<file path="src/rtl/wb_stage_if.sv">
// MEM-to-WB bus: everything the memory stage hands to write-back each cycle.
interface wb_stage_if;
    logic        mem_wreg;
    logic        mem_m2reg;
    logic [31:0] mem_mdata;
    logic [31:0] mem_aluR;
    logic [4:0]  mem_destR;
    logic [3:0]  MEM_ins_type;
    logic [3:0]  MEM_ins_number;

    modport master (
        output mem_wreg, mem_m2reg, mem_mdata, mem_aluR, mem_destR,
               MEM_ins_type, MEM_ins_number
    );

    modport slave (
        input  mem_wreg, mem_m2reg, mem_mdata, mem_aluR, mem_destR,
               MEM_ins_type, MEM_ins_number
    );
endinterface

</file>
<file path="src/rtl/wb_stage.sv">
// Write-back stage: MEM/WB register, result select, 32x32 register file with
// write-through bypass to decode, and a retired-instruction counter.
module wb_stage #(
    parameter int CNT_W = 32
) (
    input  logic             clk,
    input  logic             rst,
    wb_stage_if.slave        mem,
    input  logic [4:0]       id_rsA,
    input  logic [4:0]       id_rsB,
    output logic [31:0]      id_dataA,
    output logic [31:0]      id_dataB,
    input  logic [4:0]       dbg_addr,
    output logic [31:0]      dbg_data,
    output logic             wb_wreg,
    output logic [4:0]       wb_destR,
    output logic [31:0]      wb_data,
    output logic [3:0]       WB_ins_type,
    output logic [3:0]       WB_ins_number,
    output logic [CNT_W-1:0] retired
);

    logic        wb_m2reg;
    logic [31:0] wb_mdata;
    logic [31:0] wb_aluR;
    logic [31:0] rf [32];

    always_ff @(posedge clk or negedge rst) begin
        if (!rst) begin
            wb_wreg       <= 1'b0;
            wb_m2reg      <= 1'b0;
            wb_mdata      <= '0;
            wb_aluR       <= '0;
            wb_destR      <= '0;
            WB_ins_type   <= '0;
            WB_ins_number <= '0;
        end else begin
            wb_wreg       <= mem.mem_wreg;
            wb_m2reg      <= mem.mem_m2reg;
            wb_mdata      <= mem.mem_mdata;
            wb_aluR       <= mem.mem_aluR;
            wb_destR      <= mem.mem_destR;
            WB_ins_type   <= mem.MEM_ins_type;
            WB_ins_number <= mem.MEM_ins_number;
        end
    end

    assign wb_data = wb_m2reg ? wb_mdata : wb_aluR;

    // rf[0] is only ever cleared, so it reads as zero without a special case.
    always_ff @(posedge clk or negedge rst) begin
        if (!rst) begin
            for (int i = 0; i < 32; i++) begin
                rf[i] <= '0;
            end
        end else if (wb_wreg && (wb_destR != 5'd0)) begin
            rf[wb_destR] <= wb_data;
        end
    end

    always_ff @(posedge clk or negedge rst) begin
        if (!rst) begin
            retired <= '0;
        end else if (WB_ins_type != 4'd0) begin
            retired <= retired + CNT_W'(1);
        end
    end

    // The WB-resident value is the youngest, so it wins over the array.
    assign id_dataA = ((id_rsA != 5'd0) && wb_wreg && (wb_destR == id_rsA))
                      ? wb_data : rf[id_rsA];
    assign id_dataB = ((id_rsB != 5'd0) && wb_wreg && (wb_destR == id_rsB))
                      ? wb_data : rf[id_rsB];
    assign dbg_data = rf[dbg_addr];

endmodule

</file>
<file path="src/flat_wrapper.sv">
// flat-port wrapper written by rule: the top's interface ports become plain ports
module wb_stage_flat 
#(
    parameter int CNT_W = 32
)
  (clk, rst, id_rsA, id_rsB, id_dataA, id_dataB, dbg_addr, dbg_data, wb_wreg, wb_destR, wb_data, WB_ins_type, WB_ins_number, retired, mem_mem_wreg, mem_mem_m2reg, mem_mem_mdata, mem_mem_aluR, mem_mem_destR, mem_MEM_ins_type, mem_MEM_ins_number);
  wb_stage_if mem_i ();
  input  logic clk;
  input  logic rst;
  input  logic [4:0] id_rsA;
  input  logic [4:0] id_rsB;
  output logic [31:0] id_dataA;
  output logic [31:0] id_dataB;
  input  logic [4:0] dbg_addr;
  output logic [31:0] dbg_data;
  output logic wb_wreg;
  output logic [4:0] wb_destR;
  output logic [31:0] wb_data;
  output logic [3:0] WB_ins_type;
  output logic [3:0] WB_ins_number;
  output logic [CNT_W-1:0] retired;
  input wire logic [$bits(mem_i.mem_wreg)-1:0] mem_mem_wreg;
  input wire logic [$bits(mem_i.mem_m2reg)-1:0] mem_mem_m2reg;
  input wire logic [$bits(mem_i.mem_mdata)-1:0] mem_mem_mdata;
  input wire logic [$bits(mem_i.mem_aluR)-1:0] mem_mem_aluR;
  input wire logic [$bits(mem_i.mem_destR)-1:0] mem_mem_destR;
  input wire logic [$bits(mem_i.MEM_ins_type)-1:0] mem_MEM_ins_type;
  input wire logic [$bits(mem_i.MEM_ins_number)-1:0] mem_MEM_ins_number;
  assign mem_i.mem_wreg = mem_mem_wreg;
  assign mem_i.mem_m2reg = mem_mem_m2reg;
  assign mem_i.mem_mdata = mem_mem_mdata;
  assign mem_i.mem_aluR = mem_mem_aluR;
  assign mem_i.mem_destR = mem_mem_destR;
  assign mem_i.MEM_ins_type = mem_MEM_ins_type;
  assign mem_i.MEM_ins_number = mem_MEM_ins_number;
  wb_stage #(.CNT_W(CNT_W)) u_core (.clk(clk), .rst(rst), .mem(mem_i), .id_rsA(id_rsA), .id_rsB(id_rsB), .id_dataA(id_dataA), .id_dataB(id_dataB), .dbg_addr(dbg_addr), .dbg_data(dbg_data), .wb_wreg(wb_wreg), .wb_destR(wb_destR), .wb_data(wb_data), .WB_ins_type(WB_ins_type), .WB_ins_number(WB_ins_number), .retired(retired));
endmodule
</file>
<file path="config.mk">
export PLATFORM = sky130hd
export DESIGN_NAME = wb_stage_flat
export DESIGN_NICKNAME = d
export VERILOG_FILES = /design/src/rtl/wb_stage_if.sv /design/src/rtl/wb_stage.sv /design/src/flat_wrapper.sv
export SDC_FILE = /design/constraint.sdc
export NUM_CORES = 2
export LEC_CHECK = 0
export BUFFER_PORTS_ARGS = -buffer_cell sky130_fd_sc_hd__buf_2
export CAP_MARGIN = 20
export CORE_MARGIN = 5
export CORE_UTILIZATION = 40
export DETAILED_ROUTE_END_ITERATION = 6
export GPL_ROUTABILITY_DRIVEN = 0
export PLACE_DENSITY = 0.65
export SYNTH_ARGS = -nofsm -noshare
export SYNTH_HDL_FRONTEND = slang
export SYNTH_SLANG_ARGS = --single-unit
</file>
<file path="constraint.sdc">
create_clock -name clk -period 3.3 [get_ports clk]
set_clock_uncertainty 0.05 [all_clocks]
set_input_delay 0.495 -clock clk [delete_from_list [all_inputs] [get_ports clk]]
set_output_delay 0.495 -clock clk [all_outputs]
set_load 0.03 [all_outputs]
</file>
==> impl_metrics.yaml <==
grt:
  grt_overflow_total: 0
  grt_use_total: 0.2867
  grt_pass1_vias: 54240
  antenna_found_initial: 5
  grt_max_degree: 104
  grt_pass1_wl_um: 363500
clock_tree:
  clk_latency_ns: 0.77
  clk_pin_slew_ns: 0.06
  clkSinkCount: 1135
  cts_tree: "yes"
  cts-htree-levels: 4
  cts_root_buf: "clkbuf_16"
  cts_buffers: 130
  clockBufferDepth: 3
layout:
  fin_area_um2: 80500
  final_nets: 6247
  syn2layout_area_growth_pct: 24.29
  drive_gt1_frac: 0.3581
yosys:
  synth_area_um2: 64770
  yosys.cell_count.top_type: "dfrtp_1"
  yosysTopAreaCell: "dfrtp_1"
  synth_top_area_frac: 0.4385
  synth_edf_count: 0
  syn_area_per_cell_um2: 11.25
  yosys_warnings: 0
  synth-seq-cells: 1135
  yosysSeqAreaShare: 0.4385
  synth_area_leaders: "dfrtp_1, mux4_2, a21oi_1"
  synth_common_cells: "dfrtp_1, a21oi_1, mux4_2, nor2_1, nand2_1"
  ys.flop_type: "dfrtp_1"
  syn_inst: 5757
  async_reset_ff_frac: 1.000
  synthesis.nets: 5854
  ys_types: 38
die:
  rows: 147
  ioPinCount: 270
  dieWidth_um: 412.4
  die_y_um: 412.4
  fp.coreArea_um2: 160800
  dieArea_um2: 170100
  start_util: 0.4029
sta:
  finalHoldViolations: 0
  fmax_mhz: 299.0
  drv_slew: 0
  fin_ws_ns: -0.04475
  min_period_ns: 3.345
  min_period_over_period: 1.014
  rsz0062_at_grt: "true"
  worstMarginPinSlew_ns: 0.9644
  finalSetupViolations: 4
  slew_headroom: 0.3570
  holdWs_ns: 0.2437
outcome:
  status: "complete, but fails checks"
  violations: "design-rule violations, negative setup slack"
worst_setup_path:
  cp.arrival_ns: 2.80
  critPathCaptureType: "output pin"
  rrSetupSlack_ns: 0.65
  required_ns: 2.75
  critPathKind: "reg2out"
  start_kind: "flop"
  crit_fanout: 3
place:
  hpwlAfterDp_um: 156400
  numPortBuffers: 269
  placed_area_um2: 72330
pwr:
  power_density_nw_per_um2: 607.5
  ir_worst_vdd_uv: 525.0
  power_leakage_uw: 0.03363
routing:
  route.detailed.drc: 3
  routedWlPerCell_um: 29.37
  via_per_inst: 6.456
  num_vias: 54300
  totalWireLength_um: 247000
  drtAntennaViolNets: 0
  drt_iter0_drc: 7094
  dr.pass1.iters: 7
hold_path:
  hp-class: "in2async"
run:
  max-cap-violations: 0
logic make-up after synthesis:
family,synth area share
XOR/XNOR,0.005274
multiplexers,0.3074
flip-flops,0.4385
AO/OA/AOI/OAI,0.1279
AND/OR/NAND/NOR,0.07884
buffers and inverters,0.04184
adder cells (fa/ha/maj),0.0001932
cells in the final DEF (no fill, tap or decap), types with 69 or more instances in the layout:
master         count
a21oi_1          672
a221oi_2          69
buf_12           161
buf_2            168
buf_4            405
clkbuf_16        135
dfrtp_1         1127
dlygate4sd3_1     80
mux2_2           256
mux2i_1          192
mux4_2           640
nand2_1          564
nor2_1           620
o21ai_0          384
final timing paths:
| kind | start | end | cells after the start |
|---|---|---|---|
| min | rst | u_core.WB_ins_number[1] | 2 |
| min in group clk | mem_mem_aluR[24] | u_core.wb_aluR[24] | 2 |
| max | u_core.rf[525] | dbg_data[13] | 5 |
| max reg2reg | u_core.wb_destR[1] | u_core.rf[788] | 6 |
| min reg2reg | u_core.rf[1000] | u_core.rf[1000] | 0 |
| max in group asynchronous | rst | u_core.rf[977] | 4 |
registers in the layout, indices dropped and copies added, names as in the netlist:
register              count
u_core.rf              1024
u_core.wb_aluR           32
u_core.wb_wreg            1
u_core.wb_mdata          32
u_core.WB_ins_number      4
u_core.wb_destR           5
u_core.wb_m2reg           1
u_core.retired           32
u_core.WB_ins_type        4
metal layers:
metal	wire length, µm	GRT usage
met5	7	0
met4	16440	0.1679
met3	29260	0.08471
met2	111100	0.4366
met1	90190	0.3647
report_power, final:
| part | internal [µW] | switching (µW) | total, µW |
|---|---|---|---|
| clock network | 9020 | 6100 | 15100 |
| registers | 16800 | 3040 | 19800 |
| logic | 7330 | 6660 | 14000 |
critical path: stages (launching register included):
cell,delay (ns)
dfrtp_1,0.40
buf_4,0.14
mux4_2,0.49
mux4_2,0.49
mux2_4,0.34
buf_6,0.15
layout make-up:
| class | count | area [µm²] |
|---|---|---|
| Timing Repair Buffer | 901 | 9109 |
| Tap cell | 2160 | 2703 |
| Antenna cell | 2 | 5.005 |
| Clock buffer | 175 | 3687 |
| Multi-Input combinational cell | 3947 | 35730 |
| Fill cell | 13820 | 80250 |
| Clock inverter | 56 | 713.2 |
| Sequential cell | 1135 | 28410 |
| Inverter | 35 | 131.4 |
what timing repair did:
item | CTS | global route
buffers inserted | 35 | 33
endpoints found under the setup margin | 79 | 81
endpoints found under the hold margin | 98 | 0
hold buffers | 80 | 0
gates resized for setup | 273 | 199
cloned | 11 | 1
pin swaps | 26 | 31
through the flow:
step | worst slack, ns | cells | setup TNS, ns | power [µW] | util
final | -0.04475 | 8411 | -0.08463 | 48900 | 0.5008
after global routing | -0.08462 | 8409 | -0.7380 | 50890 | 0.5007
after CTS | -0.1057 | 8384 | -0.3146 | 48330 | 0.4938
after detailed placement | -0.2195 | 8039 | -1.265 | 32490 | 0.4499
after global placement | -0.2597 | 8039 | -1.846 | 31970 | 0.4499
after floorplan | 0.1793 | 5757 | 0 | 27840 | -
Power figures use the tool's default switching activity.
